<file path="src/rtl/branch_resolver.sv">
// Decode-stage branch/jump resolver: evaluates B-type conditions, forms JAL/JALR targets,
// and strobes each control-flow instruction's outcome exactly once. Optional perf counters: BRU_PERF_CNT_EN.
module branch_resolver #(
    parameter int PC_W  = 32,
    parameter int CNT_W = 32
) (
    input  logic             clk,
    input  logic             nrst,
    input  logic             id_valid,
    input  logic             ext_hold,
    input  logic             flush,
    input  logic [6:0]       op,
    input  logic [2:0]       funct3,
    input  logic [PC_W-1:0]  pc,
    input  logic [PC_W-1:0]  imm,
    input  logic [PC_W-1:0]  rs1_val,
    input  logic [PC_W-1:0]  rs2_val,
    input  logic             rs1_rdy,
    input  logic             rs2_rdy,
    output logic             b_eval,
    output logic             branch_outcome,
    output logic             trgt_gen,
    output logic             jr_bpu,
    output logic [PC_W-1:0]  alupc,
    output logic [PC_W-1:0]  pcplf,
    output logic [PC_W-1:0]  jr_in,
    output logic             stall,
    output logic             illegal_br,
    output logic [CNT_W-1:0] cnt_branch,
    output logic [CNT_W-1:0] cnt_taken,
    output logic [CNT_W-1:0] cnt_jump
);
    localparam logic [6:0] OP_BR   = 7'b1100011;
    localparam logic [6:0] OP_JAL  = 7'b1101111;
    localparam logic [6:0] OP_JALR = 7'b1100111;

    typedef enum logic [1:0] {S_IDLE, S_WAIT, S_DONE} state_t;
    state_t state;

    logic is_b, is_jal, is_jalr, is_cf, ready, active, fire, taken;
    logic [PC_W-1:0] jr_sum;

    assign is_b    = (op == OP_BR);
    assign is_jal  = (op == OP_JAL);
    assign is_jalr = (op == OP_JALR);
    assign is_cf   = is_b | is_jal | is_jalr;

    assign ready = is_b ? (rs1_rdy & rs2_rdy) : (is_jalr ? rs1_rdy : 1'b1);

    // Outputs are gated by nrst so a reset cycle can never leak a strobe or stall.
    assign active = nrst & id_valid & is_cf & ~flush & (state != S_DONE);
    assign fire   = active & ready;
    assign stall  = active & ~ready;

    always_comb begin
        taken = 1'b0;
        case (funct3)
            3'b000: taken = (rs1_val == rs2_val);
            3'b001: taken = (rs1_val != rs2_val);
            3'b100: taken = ($signed(rs1_val) <  $signed(rs2_val));
            3'b101: taken = ($signed(rs1_val) >= $signed(rs2_val));
            3'b110: taken = (rs1_val <  rs2_val);
            3'b111: taken = (rs1_val >= rs2_val);
            default: taken = 1'b0;
        endcase
    end

    assign b_eval         = fire & is_b;
    assign branch_outcome = b_eval & taken;
    assign trgt_gen       = fire & is_jal;
    assign jr_bpu         = fire & is_jalr;
    assign illegal_br     = nrst & id_valid & is_b & (funct3[2:1] == 2'b01);

    assign alupc  = pc + imm;
    assign pcplf  = pc + PC_W'(4);
    assign jr_sum = rs1_val + imm;
    assign jr_in  = {jr_sum[PC_W-1:1], 1'b0};

    always_ff @(posedge clk) begin
        if (!nrst || flush) begin
            state <= S_IDLE;
        end else if (!id_valid) begin
            if (!ext_hold) state <= S_IDLE;
        end else begin
            case (state)
                S_IDLE, S_WAIT: begin
                    if (!is_cf)     state <= S_IDLE;
                    else if (ready) state <= ext_hold ? S_DONE : S_IDLE;
                    else            state <= S_WAIT;
                end
                S_DONE:  state <= ext_hold ? S_DONE : S_IDLE;
                default: state <= S_IDLE;
            endcase
        end
    end

`ifdef BRU_PERF_CNT_EN
    always_ff @(posedge clk) begin
        if (!nrst) begin
            cnt_branch <= '0;
            cnt_taken  <= '0;
            cnt_jump   <= '0;
        end else begin
            if (b_eval)              cnt_branch <= cnt_branch + CNT_W'(1);
            if (branch_outcome)      cnt_taken  <= cnt_taken  + CNT_W'(1);
            if (trgt_gen || jr_bpu)  cnt_jump   <= cnt_jump   + CNT_W'(1);
        end
    end
`else
    assign cnt_branch = '0;
    assign cnt_taken  = '0;
    assign cnt_jump   = '0;
`endif

endmodule

</file>
<file path="config.mk">
export PLATFORM = sky130hd
export DESIGN_NAME = branch_resolver
export DESIGN_NICKNAME = d
export VERILOG_FILES = /design/src/rtl/branch_resolver.sv
export SDC_FILE = /design/constraint.sdc
export NUM_CORES = 1
export LEC_CHECK = 0
export CORE_AREA = 2 2 135 137
export DETAILED_ROUTE_END_ITERATION = 7
export DIE_AREA = 0 0 137 139
export PLACE_DENSITY_LB_ADDON = 0.15
export SYNTH_ARGS = -nofsm -noshare
export SYNTH_HDL_FRONTEND = slang
export SYNTH_SLANG_ARGS = --single-unit
</file>
<file path="constraint.sdc">
create_clock -name clk -period 11 [get_ports clk]
set_clock_uncertainty 0.1 [all_clocks]
set_input_delay 1.65 -clock clk [delete_from_list [all_inputs] [get_ports clk]]
set_output_delay 1.65 -clock clk [all_outputs]
set_load 0.005 [all_outputs]
</file>
Yosys cells after proc, flatten, opt, wreduce, memory -nomap -nowiden --
Index checks and enable logic that the tools add are counted.
Cells by class: $lt $le $gt $ge 4, $add $sub $neg 3, equal/unequal tests 15, bitwise operators 17, muxes and demuxes 9, reductions and logical operators 5
Operators with widths (count):
- $add A32 B32 Y32 | 2
- $ge A32 B32 Y1 | 2
- $lt A32 B32 Y1 | 2
- $add A32 B3 Y32 const B | 1
- $eq A32 B32 Y1 | 1
- $ne A32 B32 Y1 | 1
- $eq A7 B7 Y1 const B | 3
- $and A1 B1 Y1 | 13
- $eq A3 B3 Y1 const B | 4
- $mux W2 | 5
- $pmux W1 S6 | 1
- $eq A2 B1 Y1 const B | 2
- $ne A2 B2 Y1 const B | 2
- $pmux W2 S2 | 1
- $eq A3 B1 Y1 const B | 1
- $logic_not A3 Y1 | 1
- $eq A2 B2 Y1 const B | 1
- $logic_not A2 Y1 | 1
- $mux W1 | 2
- $not A1 Y1 | 2
- $or A1 B1 Y1 | 2
- $reduce_or A2 Y1 | 1
- $logic_not A1 Y1 | 1
- $logic_or A1 B1 Y1 | 1
Storage, ports and cells: register bits 2, input port bits 145, output and inout port bits 198, logic and storage cells 54

Longest topological paths before layout --
Gate-level depths: netlist of the first run.
depth in word-level cells 9, gate-level depth with buffers 13, mapped depth without buffers 13

Worst setup path after synthesis of the first run --
Ideal clock, no wire load.
kind input -> output, start input imm[1], end output jr_in[30], cell stages on the path 12, path buffers 0, required time 9.250 ns, path slack 5.200 ns, data arrival time 4.050 ns, path through inv_1 fa_1 and2b_1 o31a_1 o21ai_1 a2111oi_2 o221a_2 nand4_1 a31oi_1 a41oi_1 mux2i_1 o211ai_1
On the way: word-level cells in the longest chain between the ends 1
RTL lines:
- start, declared | RTL line 15 | input logic [PC_W-1:0] imm,
- $add A32 B32 Y32 | RTL line 76 | assign jr_sum = rs1_val + imm;
- end, declared | RTL line 26 | output logic [PC_W-1:0] jr_in,
No other way between the ends.

Worst setup path after layout of the first run --
Ends and elaborated chain as after synthesis.

==> flow_summary.yaml, run 1 <==
sta:
  drv_slew: 0
  finalCritPeriodShare: 0.647
  worst_pin_slew_ns: 0.992
  finalHoldViolations: 0
  fin_setup_tns_ns: 0
  rsz0062_at_grt: "no"
  period_minus_slack_ns: 7.12
  finalSetupViolCount: 0
  clock.fmax_ghz: 0.141
  maxSlewHeadroom: 0.333
finish:
  drive_gt1_frac: 0.0224
  area_growth_pct: 46.2
  top_regs: "state x2"
  fill_cells: 1849
  largest_register_ffs: 2
  multiInputGateArea_um2: 4600
  seqCellArea_um2: 40.0
  final_cell_count_no_fill: 1211
  regMostFlops: "state"
  fin_nets: 1224
global_route:
  grt_pass1_wl_um: 27600
  antenna_found_initial: 1
  grt_overflow_total: 0
  grt_max_degree: 9
  first_global_vias: 5319
  grt_usage: 0.182
logic_synthesis:
  synth-seq-cells: 2
  yosys-top-cells-count: "99 x buf_4, 94 x ha_1, 63 x xnor2_1"
  syn_inst: 737
  synth_ff_type: "dfxtp_1"
  synth_edf_count: 0
  synth_top_cell_by_area: "ha_1"
  synth_area_per_cell_um2: 7.14
  yosys_warnings: 0
  async_flop_share: 0
  synth_top_area_frac: 0.223
  synth_most_common_cell: "buf_4"
  synth.area.top_cells: "ha_1 22%, buf_4 14%, xnor2_1 10%"
  ys_types: 61
  synth_area_um2: 5260
  seq_area_frac_synth: 0.00761
place:
  dp_hpwl_um: 16500
  placed_cells: 1207
  place.gp.congestion: 0.847
  io_buffers: 245
min_path:
  hp-start: "state[0]"
  hold_path_depth: 1
  min_path_type: "register to register"
  hold_path_end: "state[1]"
critical_path:
  r2r_slack_ns: 10.06
  r2r-start: "state[1]"
  reg2reg_depth: 2
  worstPathMaxFanout: 3
  required_ns: 9.25
  crit_path_end_kind: "output pin"
  rr_endpoint: "state[1]"
  worst_setup_path_start_kind: "input port"
  arrival_ns: 5.37
  worstSetupPathType: "input port to output pin"
detailed_routing:
  vias: 5587
  ant_nets: 0
  drt-wirelength-per-cell_um: 14.9
  drtIter0Drc: 192
  wl_um: 18000
  vias_per_cell: 4.61
  first_pass_iters: 6
  drc_errors: 0
clock_network:
  cts_root_buf: "clkbuf_16"
  path_clk_slew_ns: 0.03
  clockBufferDepth: 2
  ctsResizeCount: 0
  ctsHoldBuffers: 0
  cts.htree.levels: 1
  clk_latency_ns: 0.23
  cts_made_buffers: 3
  postCtsSetupBuffers: 0
  cts_tree: "yes"
  clock-sinks: 2
floorplan:
  die_height_um: 139
  start_util: 0.298
  io_pins: 343
  rows: 49
  design.core.area_um2: 17700
  dieArea_um2: 19000
  die_width_um: 137
outcome:
  outcome: "finished, final reports clean"
power_and_ir_drop:
  powerDensity_nw_per_um2: 63.2
  vdd_drop_max_mv: 0.0611
  leakagePower_nw: 3.56
job:
  cap_violations: 0
-- through the flow --
stage | setup slack, ns | instance area, µm² | hold slack (ns) | utilization | total power, W
floorplan | 5.20 | 5620 | 0.329 | - | 0.000235
global placement | 3.88 | 7620 | 0.371 | 0.431 | 0.000432
detailed placement | 3.85 | 7620 | 0.366 | 0.431 | 0.000430
CTS | 3.84 | 7690 | 0.380 | 0.436 | 0.000490
global route | 3.65 | 7700 | 0.400 | 0.436 | 0.000530
finish | 3.88 | 7700 | 0.385 | 0.436 | 0.000486
-- worst max-delay path: stages --
cell             delay [ns]
clkdlybuf4s50_1        0.51
inv_1                  0.10
fa_1                   0.45
and2b_1                0.22
o31a_1                 0.16
o21ai_1                0.13
a2111oi_2              0.44
o221a_2                0.28
nand4_1                0.12
a31oi_1                0.31
a41oi_1                0.22
mux2i_1                0.16
o211ai_1               0.09
clkdlybuf4s50_1        0.53
-- where the power goes --
part	switching, W	internal (W)
registers	0.00000000781	0.00000732
clock network	0.0000107	0.0000464
logic	0.000185	0.000237
-- cells in the final DEF, fill, tap and decap left out, drive strengths merged, types with 3 or more instances in the layout --
master         instances
or2                    4
nor3                  10
a31o                   3
clkbuf                 3
and3                   9
and4                   4
o211ai                 3
o22ai                  3
ha                    94
a21boi                 3
nand2b                11
nand2                 52
nor2                  41
nand3                 16
nand4                 17
o21bai                 7
a31oi                  7
clkdlybuf4s50        245
a211oi                 7
o31a                   3
a21o                  32
nor2b                 18
o21a                  10
a21oi                 61
conb                  97
inv                   61
xnor2                 63
xor2                  20
o21ai                 37
-- how the worst max path moves through the flow --
stage	depth (start not counted)	end	start	slack (ns)
finish	14	jr_in[30]	imm[1]	3.88
global route	14	jr_in[30]	imm[1]	3.65
CTS	14	jr_in[30]	imm[1]	3.84
detailed placement	14	jr_in[30]	imm[1]	3.85
global placement	14	jr_in[30]	imm[1]	3.88
floorplan	12	jr_in[30]	imm[1]	5.20
-- final cells by class --
class                   instances  area share
diodes                          1    0.000325
inverters                      61      0.0298
repair buffers                246       0.320
multi-input cells             669       0.598
clock buffers                   3     0.00975
flip-flops and latches          2     0.00520
well taps                     229      0.0372
-- per-layer routing --
metal  GRT usage  vias to the layer above  routed length, µm
met4      0.0342                        0                210
met1       0.240                     2484               8160
met2       0.323                      174               8850
met3      0.0124                       13                780
met5           0                        -                  0
li1            -                     2916                  -
-- cell families (layout without fill, tap and decap cells) --
family	Yosys count	after routing	synth area share
mux	3	3	0.00594
flops	2	2	0.00761
compound gates	196	196	0.247
buf+inv	162	310	0.186
fa+ha+maj	96	96	0.231
simple gates	194	194	0.184
xor+xnor	83	83	0.138
other cells	1	98	0.000713
(Power assumes the default switching activity.)
==> run 2: changes to the inputs <==
--- a/config.mk
+++ b/config.mk
@@ -5,9 +5,9 @@
 export SDC_FILE = /design/constraint.sdc
 export NUM_CORES = 1
 export LEC_CHECK = 0
-export CORE_AREA = 2 2 135 137
+export CORE_ASPECT_RATIO = 0.5
+export CORE_UTILIZATION = 34
 export DETAILED_ROUTE_END_ITERATION = 7
-export DIE_AREA = 0 0 137 139
 export PLACE_DENSITY_LB_ADDON = 0.15
 export SYNTH_ARGS = -nofsm -noshare
 export SYNTH_HDL_FRONTEND = slang
==> constraint.sdc (replaced) <==
create_clock -name clk -period 6.36 [get_ports clk]
set_clock_uncertainty 0.1 [all_clocks]
set_input_delay 0.954 -clock clk [delete_from_list [all_inputs] [get_ports clk]]
set_output_delay 0.954 -clock clk [all_outputs]
set_load 0.005 [all_outputs]
==> run 2 against run 1 <==
  * Worst hold slack lost 0.024 ns
  * Combinational power rose by 73%
  * Register-to-register slack worse by 4.7 ns
  * Flip-flop and latch count is the same
  * Non-clock buffer count grew 1
  * Clock-buffer cell count unchanged
  * Wire length fell by 2.9%
  * Clock power increased by 67%
  * First-iteration DRC count grew 23%
  * Die area down 16%
  * Sequential power is 73% higher
  * Design area fell by 0.41%
  * Critical path type unchanged
  * Largest cell class unchanged
==> flow_summary.yaml, run 2 (synthesis gave the netlist of run 1 again) <==
clock_network:
  cts_made_buffers: 3
  cts_tree: "yes"
  postCtsSetupBuffers: 0
  clk_latency_ns: 0.22
  ctsResizeCount: 0
  clock-sinks: 2
  ctsHoldBuffers: 0
  cts_root_buf: "clkbuf_16"
  cts.htree.levels: 1
  clockBufferDepth: 2
  path_clk_slew_ns: 0.03
floorplan:
  io_pins: 343
  die_width_um: 178
  start_util: 0.356
  rows: 31
  die_height_um: 90.0
  design.core.area_um2: 14800
  dieArea_um2: 16000
finish:
  stdcell_area_um2: 7660
  fin_nets: 1225
  layout_common_cells: "245 x clkdlybuf4s50_1, 97 x conb_1, 94 x ha_1, 63 x xnor2_1, 61 x inv_1"
  post-route-util: 0.519
  area_growth_pct: 45.6
  largest_register_ffs: 2
  drive_gt1_frac: 0.0234
  final_common_cell: "clkdlybuf4s50_1"
  fill_cells: 1473
  regMostFlops: "state"
  top_regs: "state x2"
global_route:
  grt_util_met3: 0.00973
  grt_usage: 0.212
  antenna_found_initial: 0
  grt_pass1_wl_um: 27400
  grt_max_degree: 9
  use_met1: 0.289
  first_global_vias: 5359
  grt_overflow_total: 0
  met2_usage: 0.375
  top_usage_layer: "met2"
sta:
  finalCritPeriodShare: 0.926
  finalSetupViolCount: 0
  fin_ws_ns: 0.470
  maxSlewHeadroom: 0.629
  drv_slew: 0
  clock.fmax_ghz: 0.170
  finalHoldViolations: 0
  rsz0062_at_grt: "no"
  period_minus_slack_ns: 5.89
  fin_setup_tns_ns: 0
  worst_pin_slew_ns: 0.542
critical_path:
  rr_endpoint: "state[1]"
  arrival_ns: 4.84
  worstPathMaxFanout: 3
  crit_end: "jr_in[30]"
  worst_setup_path_start_kind: "input port"
  crit_path_end_kind: "output pin"
  r2r_slack_ns: 5.41
  startpoint: "imm[1]"
  worstSetupPathType: "input port to output pin"
  required_ns: 5.31
  r2r-start: "state[1]"
  reg2reg_depth: 2
place:
  post_dp_cell_area_um2: 7590
  place.gp.congestion: 0.877
  post-place-ws_ns: 0.561
  io_buffers: 245
  dp_hpwl_um: 15800
detailed_routing:
  drtIter0Drc: 236
  ant_nets: 0
  drc_errors: 0
  vias_per_cell: 4.84
  drt-wirelength-per-cell_um: 14.8
  first_pass_iters: 5
  wl_um: 17500
  vias: 5713
power_and_ir_drop:
  total_power_w: 0.000836
  seqPwrFrac: 0.015
  p_int_w: 0.000503
  swShare: 0.398
  leakagePower_nw: 3.57
  p_comb_frac: 0.871
  vdd_drop_max_mv: 0.0559
  powerDensity_nw_per_um2: 109
  pwr-share-clk: 0.114
  p_sw_w: 0.000333
job:
  cap_violations: 0
min_path:
  min_path_type: "register to register"
outcome:
  outcome: "finished, final reports clean"
run 2: power by group through the flow:
stage / Clock (W) / Sequential [W] / Combinational (W)
3_5_place_dp: 0 / 0.0000128 / 0.000725
2_1_floorplan: 0 / 0.0000128 / 0.000394
3_3_place_gp: 0 / 0.0000128 / 0.000722
6_report: 0.0000951 / 0.0000127 / 0.000728
4_1_cts: 0.0000958 / 0.0000127 / 0.000731
5_1_grt: 0.0000969 / 0.0000127 / 0.000801
run 2: area by class of cell:
cell class                 instances  area [µm²]  share of cell area
multi-input combinational        669        4600               0.601
antenna                            1        2.50            0.000326
tap                              198         248              0.0323
clock buffer                       3        75.1             0.00979
sequential                         2        40.0             0.00522
inverter                          61         229              0.0299
timing repair buffer             247        2470               0.322
run 2: critical path, stage by stage:
cell             delay [ns]
clkdlybuf4s50_1        0.51
inv_1                  0.10
fa_1                   0.47
and2b_1                0.24
o31a_1                 0.18
o21ai_1                0.12
a2111oi_2              0.44
o221a_2                0.29
nand4_1                0.15
a31oi_1                0.38
a41oi_1                0.22
mux2i_1                0.16
o211ai_1               0.10
clkdlybuf4s50_1        0.53
run 2: per-layer routing:
layer  vias to the layer above  part of all wire
li1                       2920                 -
met1                      2596              0.47
met2                       181              0.48
met3                        16             0.037
met4                         0             0.012
met5                         -                 0
run 2: worst min-delay path by stage:
stage	end	depth (start not counted)	start	slack (ns)
after floorplan	state[1]	1	state[0]	0.33
after global placement	state[1]	1	state[0]	0.35
after detailed placement	state[1]	1	state[0]	0.36
after CTS	state[1]	1	state[0]	0.36
after global routing	state[1]	1	state[0]	0.38
final	state[1]	1	state[0]	0.36
run 2: through the flow:
step           instances  hold slack, ns
3_5_place_dp        1177           0.358
4_1_cts             1180           0.363
3_3_place_gp        1177           0.350
2_1_floorplan        833           0.329
6_report            1181           0.361
5_1_grt             1180           0.376
